<file path="config.mk">
export PLATFORM = sky130hd
export DESIGN_NAME = sccb_write_arbiter
export DESIGN_NICKNAME = d
export VERILOG_FILES = /design/src/rtl/sccb_write_arbiter.sv
export SDC_FILE = /design/constraint.sdc
export NUM_CORES = 1
export LEC_CHECK = 0
export ABC_CLOCK_PERIOD_IN_PS = 3900
export CORE_UTILIZATION = 45
export CTS_CLUSTER_DIAMETER = 200
export DETAILED_ROUTE_END_ITERATION = 8
export PLACE_DENSITY = 0.71
export SYNTH_ARGS = -nofsm -noshare
export SYNTH_HDL_FRONTEND = slang
export SYNTH_SLANG_ARGS = --single-unit
</file>
<file path="constraint.sdc">
create_clock -name clk -period 3.9 [get_ports clk]
set_input_delay 0.78 -clock clk [delete_from_list [all_inputs] [get_ports clk]]
set_output_delay 0.78 -clock clk [all_outputs]
set_load 0.02 [all_outputs]
</file>
<file path="src/rtl/sccb_write_arbiter.sv">
// sccb_write_arbiter: round-robin arbiter that turns register-write requests into 3-byte SCCB writes
module sccb_write_arbiter #(
  parameter logic [7:0] DEV_ADDR   = 8'h42,
  parameter int         STROBE_GAP = 10,
  parameter int         TIMEOUT    = 50000
) (
  input  logic       clk,
  input  logic       reset,
  input  logic       req0,
  input  logic [7:0] req0Addr,
  input  logic [7:0] req0Data,
  output logic       done0,
  input  logic       req1,
  input  logic [7:0] req1Addr,
  input  logic [7:0] req1Data,
  output logic       done1,
  input  logic       i2cBusy,
  output logic       i2cStrobe,
  output logic [7:0] dataToSend,
  output logic       lastTransfer,
  output logic       owner,
  output logic       arbBusy,
  output logic       error
);
  localparam int GW = $clog2(STROBE_GAP + 1);
  localparam int TW = $clog2(TIMEOUT + 1);

  typedef enum logic [3:0] {
    IDLE, SEND_DEV, GAP_DEV, WAIT_DEV, SEND_REG, GAP_REG, WAIT_REG,
    SEND_DAT, GAP_DAT, WAIT_DAT, FINISH
  } state_t;

  state_t         state_q, state_d;
  logic [GW-1:0]  gap_q, gap_d;
  logic [TW-1:0]  tmo_q, tmo_d;
  logic [7:0]     addr_q, addr_d, dat_q, dat_d;
  logic           strobe_q, strobe_d;
  logic [7:0]     data_q, data_d;
  logic           last_q, last_d;
  logic           done0_q, done0_d, done1_q, done1_d;
  logic           error_q, error_d;
  logic           busy_q, busy_d;
  logic           owner_q, owner_d;
  logic           grant, winner, in_wait, tmo_hit, abort, send_next;

  // Tie goes to whoever did not win last time; a lone request always wins.
  assign grant   = (state_q == IDLE) && (req0 || req1);
  assign winner  = (req0 && req1) ? ~owner_q : req1;
  assign in_wait = state_q inside {WAIT_DEV, WAIT_REG, WAIT_DAT};
  assign tmo_hit = tmo_q == TW'(TIMEOUT - 1);
  assign abort   = in_wait && i2cBusy && tmo_hit;

  // State register
  always_ff @(posedge clk or negedge reset) begin
    if (!reset) state_q <= IDLE;
    else        state_q <= state_d;
  end

  // Next state: strobe, blind gap while the engine raises busy, then wait for busy to drop
  always_comb begin
    state_d = state_q;
    case (state_q)
      IDLE:     state_d = grant ? SEND_DEV : IDLE;
      SEND_DEV: state_d = GAP_DEV;
      GAP_DEV:  state_d = (gap_q == '0) ? WAIT_DEV : GAP_DEV;
      WAIT_DEV: state_d = !i2cBusy ? SEND_REG : (tmo_hit ? FINISH : WAIT_DEV);
      SEND_REG: state_d = GAP_REG;
      GAP_REG:  state_d = (gap_q == '0) ? WAIT_REG : GAP_REG;
      WAIT_REG: state_d = !i2cBusy ? SEND_DAT : (tmo_hit ? FINISH : WAIT_REG);
      SEND_DAT: state_d = GAP_DAT;
      GAP_DAT:  state_d = (gap_q == '0) ? WAIT_DAT : GAP_DAT;
      WAIT_DAT: state_d = (!i2cBusy || tmo_hit) ? FINISH : WAIT_DAT;
      FINISH:   state_d = IDLE;
      default:  state_d = IDLE;
    endcase
  end

  // Outputs are registered, so they are computed from the state being entered
  always_comb begin
    send_next = state_d inside {SEND_DEV, SEND_REG, SEND_DAT};
    strobe_d  = send_next;
    data_d    = (state_d == SEND_DEV) ? DEV_ADDR :
                (state_d == SEND_REG) ? addr_q :
                (state_d == SEND_DAT) ? dat_q : data_q;
    last_d    = send_next ? (state_d == SEND_DAT) : last_q;
    busy_d    = state_d != IDLE;
    owner_d   = grant ? winner : owner_q;
    done0_d   = (state_d == FINISH) && !owner_d;
    done1_d   = (state_d == FINISH) && owner_d;
    error_d   = (state_d == FINISH) && abort;
  end

  // Counters and request latch: the gap counter is loaded as the strobe goes out, so the
  // gap lasts exactly STROBE_GAP cycles; the timeout counter only runs inside WAIT
  always_comb begin
    gap_d  = send_next ? GW'(STROBE_GAP) : ((gap_q != '0) ? gap_q - GW'(1) : gap_q);
    tmo_d  = (in_wait && i2cBusy) ? tmo_q + TW'(1) : '0;
    addr_d = grant ? (winner ? req1Addr : req0Addr) : addr_q;
    dat_d  = grant ? (winner ? req1Data : req0Data) : dat_q;
  end

  // Output, counter and latch registers
  always_ff @(posedge clk or negedge reset) begin
    if (!reset) begin
      gap_q    <= '0;
      tmo_q    <= '0;
      addr_q   <= '0;
      dat_q    <= '0;
      strobe_q <= 1'b0;
      data_q   <= '0;
      last_q   <= 1'b0;
      done0_q  <= 1'b0;
      done1_q  <= 1'b0;
      error_q  <= 1'b0;
      busy_q   <= 1'b0;
      owner_q  <= 1'b1;
    end else begin
      gap_q    <= gap_d;
      tmo_q    <= tmo_d;
      addr_q   <= addr_d;
      dat_q    <= dat_d;
      strobe_q <= strobe_d;
      data_q   <= data_d;
      last_q   <= last_d;
      done0_q  <= done0_d;
      done1_q  <= done1_d;
      error_q  <= error_d;
      busy_q   <= busy_d;
      owner_q  <= owner_d;
    end
  end

  assign i2cStrobe    = strobe_q;
  assign dataToSend   = data_q;
  assign lastTransfer = last_q;
  assign done0        = done0_q;
  assign done1        = done1_q;
  assign error        = error_q;
  assign arbBusy      = busy_q;
  assign owner        = owner_q;
endmodule

</file>
==> flow_summary.toml, run 1 <==
[drt]
antenna_left = 0
viasPerCell = 5.257
vias = 2045
drc = 0
first_pass_iters = 4
dr.first_iter.drc_count = 114
wl_per_cell_microns = 13.53
drt-total-wl_mm = 5.264

[synthesis]
ys.flop_type = "dfrtp_1"
synth.distinct_cells = 45
synth-edff-count = 0
synth-async-reset-ratio_pct = 100.0
synth_warnings = 0
yosysSeqAreaShare_pct = 51.42
synthesis.nets = 307
synthCells = 268
syn_area_sq_um = 2679
syn_area_per_cell_sq_um = 9.996
ys_ff_latch = 55

[worst_hold_path]
min_path_type = "in2async"

[finish]
antennaDiodeCount = 0
num-nets-final = 355
fill_cells = 506
area.growth.synth_to_final_pct = 25.88
final_util_pct = 60.13
drive_gt1_share_pct = 7.256
fin_area_sq_um = 3372

[status]
outcome = "complete, no violations"

[global_route]
grt_pass1_vias = 1890
grt-ovfl-total = 0
antenna_found_initial = 0
grt_first_pass_wirelength_mm = 8.845
grt_use_total_pct = 18.13
grt_max_degree = 36

[power_and_ir_drop]
p_comb_share_pct = 39.0
ir_drop_mv = 0.2442
pwr-share-clk_pct = 18.3
leakagePower_nw = 1.417
seq_power_share_pct = 42.7
swShare_pct = 35.85
switchingPower_mw = 0.7500
power_density_nw_per_um2 = 620.4
internal_power_mw = 1.342

[floorplanning]
dieHeight_microns = 79.16
ioPinCount = 52
dieArea_sq_um = 6266
rows = 27
start_util_pct = 47.77
core_area_sq_um = 5608
die_w_microns = 79.16

[clocking]
cts_tree = "yes"
clk_latency_ns = 0.30
cts_buffers = 5
ctsRootBufferMaster = "clkbuf_8"
cts_setup_buffers = 0
cts_hold_buf = 0
clockBufferDepth = 2
cts.sinks = 55
path_clk_slew_ns = 0.09
htree_levels = 2
ctsResizeCount = 0

[timing]
fin_setup_tns_ns = 0
rsz0062_at_grt = "no"
finalSetupViolations = 0
setup_slack_ns = 1.403
post-route-min-period_ns = 2.497
hold_viol_final = 0
maxSlewHeadroom_pct = 19.76
fin_crit_sh_pct = 64.03
worst_pin_slew_ns = 1.196
finClkSkew_ns = 0.007328
fmax_ghz = 0.4004
maxSlewViolCount = 0
holdWs_ns = 0.4985

[setup_path]
crit_type = "in2reg"
cp_slowest_cell = "clkdlybuf4s50_1"
crit_fanout = 11
start_kind = "primary input"
cp.arrival_ns = 2.69
cp-end-kind = "flop"
required_ns = 4.10
crit_chain = "clkdlybuf4s50_1 > nor3_1 > buf_4 > nor2_1 > and2_1 > inv_2 > a211o_1"
max_stage_delay_ns = 0.64

[placed_design]
globalplace.congestion = 0.8074
port_buffers = 51
pre_cts_slack_ns = 1.088
placed_area_sq_um = 3254
dp_hpwl_mm = 3.844

[flow_run]
cap_violations = 0
[metal layers]
metal	routed length [microns]	vias up	track usage, %	part of all wire [%]
li1	-	1018	-	-
met1	2487	976	25.48	47
met2	2487	45	28.45	47
met3	230	6	3.678	4.4
met4	58	0	4.909	1.1
met5	0	-	0	0
[logic make-up (layout without fill, tap and decap cells)]
kind of cell             count (synthesis)  after routing  synth area share (%)
AO/OA/AOI/OAI                           49             49                 12.00
XOR/XNOR                                16             16                 5.231
adder cells (fa/ha/maj)                  2              2                0.9340
buffers and inverters                   21             70                 2.989
flip-flops                              55             55                 51.42
multiplexers                            20             20                 7.613
AND/OR/NAND/NOR                        105            105                 19.80
[placed cells by master (no fill, tap or decap), types with 2 or more instances in the layout]
master	instances
nor2_1	51
clkdlybuf4s50_1	50
a21boi_0	2
buf_4	4
dfrtp_1	54
nor3b_1	2
and3_1	3
nand3_1	9
nand4_1	3
nor3_1	4
nand2b_1	8
a21oi_1	27
or3_1	2
or4_1	2
clkbuf_8	6
mux2_2	3
mux2i_1	17
nor2b_1	2
nand4b_1	2
inv_1	6
or2_2	2
nand2_1	9
xnor2_1	6
a22oi_1	6
o211ai_1	3
ha_1	2
xor2_1	10
[power by group through the flow]
| stage | logic, mW | registers (mW) | clock network [mW] |
|---|---|---|---|
| after detailed placement | 0.821 | 0.904 | 0 |
| after global placement | 0.801 | 0.902 | 0 |
| after floorplan | 0.549 | 0.898 | 0 |
| after CTS | 0.826 | 0.893 | 0.396 |
| after global routing | 0.919 | 0.919 | 0.416 |
| final | 0.815 | 0.894 | 0.383 |
[cell usage after synthesis, types with 3 or more instances]
| cell type | number | share of area, % |
|---|---|---|
| a21boi_0 | 3 | 0.84 |
| a21oi_1 | 27 | 5.0 |
| a22oi_1 | 6 | 1.7 |
| and3_1 | 3 | 0.70 |
| clkbuf_1 | 12 | 1.7 |
| dfrtp_1 | 54 | 50 |
| inv_1 | 6 | 0.84 |
| mux2_2 | 3 | 1.3 |
| mux2i_1 | 17 | 6.4 |
| nand2_1 | 9 | 1.3 |
| nand2b_1 | 8 | 1.9 |
| nand3_1 | 9 | 1.7 |
| nand4_1 | 3 | 0.70 |
| nor2_1 | 51 | 7.1 |
| nor3_1 | 4 | 0.75 |
| o211ai_1 | 3 | 0.84 |
| xnor2_1 | 6 | 2.0 |
| xor2_1 | 10 | 3.3 |
[metrics by stage]
stage                     instances  power, mW
after CTS                       389      2.114
after floorplan                 268      1.447
after global placement          381      1.703
after detailed placement        381      1.725
final                           389      2.092
after global routing            389      2.254
[flip-flops by register name (all words and copies together) (netlist names), 4 cells and up]
signal	cells
tmo_q	16
addr_q	8
dat_q	8
dataToSend	8
gap_q	4
state_q	4
[area by class of cell]
| cell class | count | area [sq um] | share of cell area (%) |
|---|---|---|---|
| Clock buffer | 6 | 82.58 | 2.449 |
| Clock inverter | 2 | 35.03 | 1.039 |
| Inverter | 7 | 26.28 | 0.7792 |
| Multi-Input combinational cell | 192 | 1225 | 36.33 |
| Sequential cell | 55 | 1378 | 40.85 |
| Tap cell | 72 | 90.09 | 2.672 |
| Timing Repair Buffer | 55 | 535.5 | 15.88 |
[worst paths after layout]
kind | start | end | slack (ns) | cells after the start
worst max-delay path | i2cBusy | gap_q[3]$_DFFE_PN0P_ | 1.40 | 7
worst min-delay path | reset | tmo_q[2]$_DFF_PN0_ | 0.50 | 1
worst max register to register | state_q[3]$_DFF_PN0_ | gap_q[3]$_DFFE_PN0P_ | 1.59 | 7
worst min register to register | tmo_q[0]$_DFF_PN0_ | tmo_q[0]$_DFF_PN0_ | 0.50 | 1
max in group asynchronous | reset | owner$_DFF_PN1_ | 2.57 | 2
min in group clk | tmo_q[0]$_DFF_PN0_ | tmo_q[0]$_DFF_PN0_ | 0.50 | 1
[worst max-delay path, delay by kind of cell]
| family | cells | cell delay, ns |
|---|---|---|
| and+or+nand+nor | 3 | 0.80 |
| AOI/OAI and AO/OA | 1 | 0.22 |
| buffers and inverters | 3 | 0.90 |
Power figures use the tool's default switching activity.
==> inputs of run 2 (changes only) <==
ABC_CLOCK_PERIOD_IN_PS = 2130   (was 3900)
PLACE_DENSITY = 0.74   (was 0.71)
clock period = 2.13 ns   (was 3.9 ns; I/O delays follow)
==> run 2 against run 1 <==
Compared with the run above: routed wire length rose by 4.0%; sequential cell count did not move; register-to-register slack got worse by 1.5 ns; critical path type is now reg2reg; critical endpoint is now done1$_DFF_PN0_; largest power group unchanged.
==> flow_summary.toml, run 2 (same netlist as run 1, synthesis figures left out) <==
[timing]
fin_setup_tns_ns = 0
finalSetupViolations = 0
maxSlewViolCount = 0
rsz0062_at_grt = "no"
hold_viol_final = 0
worst_pin_slew_ns = 0.5832
finClkSkew_ns = 0.006649
fin_crit_sh_pct = 94.40
fmax_ghz = 0.4973
maxSlewHeadroom_pct = 60.82
post-route-min-period_ns = 2.011
setup_slack_ns = 0.1193

[clocking]
htree_levels = 2
cts_setup_buffers = 0
clk_latency_ns = 0.30
cts_hold_buf = 0
cts_buffers = 5
cts_tree = "yes"
path_clk_slew_ns = 0.09
cts.sinks = 55
ctsResizeCount = 0
clockBufferDepth = 2
ctsRootBufferMaster = "clkbuf_8"

[drt]
viasPerCell = 5.254
vias = 2133
wl_met3_microns = 205
first_pass_iters = 4
dr.first_iter.drc_count = 129
wl_per_cell_microns = 13.48
met2_length_mm = 2.590
antenna_left = 0
drt-met1-wl_mm = 2.587
top_layer = "met4"
drt-total-wl_mm = 5.474
drc = 0

[status]
outcome = "complete, no violations"

[setup_path]
cp.arrival_ns = 2.26
crit_fanout = 3
cp_slowest_cell = "or4_1"
crit_chain = "or4_1 > or4_4 > o41ai_4 > and3_1"
crit_type = "reg2reg"
required_ns = 2.38
max_stage_delay_ns = 0.53
cp-end-kind = "flop"
start_kind = "flop"

[power_and_ir_drop]
power_density_nw_per_um2 = 1141
ir_drop_mv = 0.5453
finalPower_mw = 4.030
leakagePower_nw = 1.510

[floorplanning]
core_area_sq_um = 5608
ioPinCount = 52
start_util_pct = 47.77
die_w_microns = 79.16
dieHeight_microns = 79.16
rows = 27
dieArea_sq_um = 6266

[placed_design]
pre_cts_slack_ns = 0.1048
globalplace.congestion = 0.8461
port_buffers = 51
dp_hpwl_mm = 4.053

[finish]
area.growth.synth_to_final_pct = 31.81
top_register = "tmo_q"
largest_reg_flops = 16
drive_gt1_share_pct = 11.98
final_common_cell = "dfrtp_1"
mostFrequentLayoutCells = "dfrtp_1, nor2_1, clkdlybuf4s50_1, a21oi_1, buf_4"
antennaDiodeCount = 0
num-nets-final = 372

[global_route]
grt_max_degree = 22
grt_use_total_pct = 19.43
grt-ovfl-total = 0
grt_first_pass_wirelength_mm = 9.328
antenna_found_initial = 0
grt_pass1_vias = 2019

[flow_run]
cap_violations = 0

[worst_hold_path]
min_path_type = "in2async"
==> run 2: power by group <==
part	internal (mW)	leakage, nW	switching, mW	total [mW]
clock	0.470	0.0654	0.321	0.790
sequential	1.37	0.682	0.256	1.63
combinational	0.794	0.763	0.819	1.61
total	2.63	1.51	1.40	4.03
==> run 2: cell type report <==
type	instances	area, sq um
fillers	495	2077
flip-flops and latches	55	1378
multi-input cells	192	1229
repair buffers	72	675.6
well taps	72	90.09
clock buffers	6	72.57
clock inverters	2	60.06
inverters	7	26.28
==> run 2: worst max-delay path: cells and delay by family (launching register included) <==
kind / cells / cell delay (ns)
AO/OA/AOI/OAI: 1 / 0.37
flip-flops: 1 / 0.39
AND/OR/NAND/NOR: 3 / 1.19
==> run 2: stage by stage <==
stage	utilization (%)	cell area, sq um	hold slack, ns	std cells
floorplan	-	2679	0.1304	268
global placement	60.53	3395	0.3929	398
detailed placement	60.53	3395	0.3944	398
CTS	62.90	3527	0.05921	406
global route	62.96	3531	0.07173	406
finish	62.96	3531	0.05019	406
==> run 2: final timing paths <==
| check | start | endpoint | slack (ns) | cells past startpoint |
|---|---|---|---|---|
| setup / recovery | tmo_q[7]$_DFF_PN0_ | done1$_DFF_PN0_ | 0.12 | 4 |
| hold / removal | reset | tmo_q[6]$_DFF_PN0_ | 0.05 | 1 |
| setup reg to reg | tmo_q[7]$_DFF_PN0_ | done1$_DFF_PN0_ | 0.12 | 4 |
| hold reg to reg | tmo_q[0]$_DFF_PN0_ | tmo_q[0]$_DFF_PN0_ | 0.50 | 1 |
| max in group asynchronous | reset | dataToSend[5]$_DFFE_PN0P_ | 1.46 | 2 |
| min in group clk | tmo_q[0]$_DFF_PN0_ | tmo_q[0]$_DFF_PN0_ | 0.50 | 1 |
==> run 2: per-layer routing <==
layer  vias to the layer above  global-route usage, %
met5                         -                      0
met4                         0                  6.545
met3                         9                  4.368
met2                        50                  30.00
met1                      1014                  26.94
li1                       1060                      -
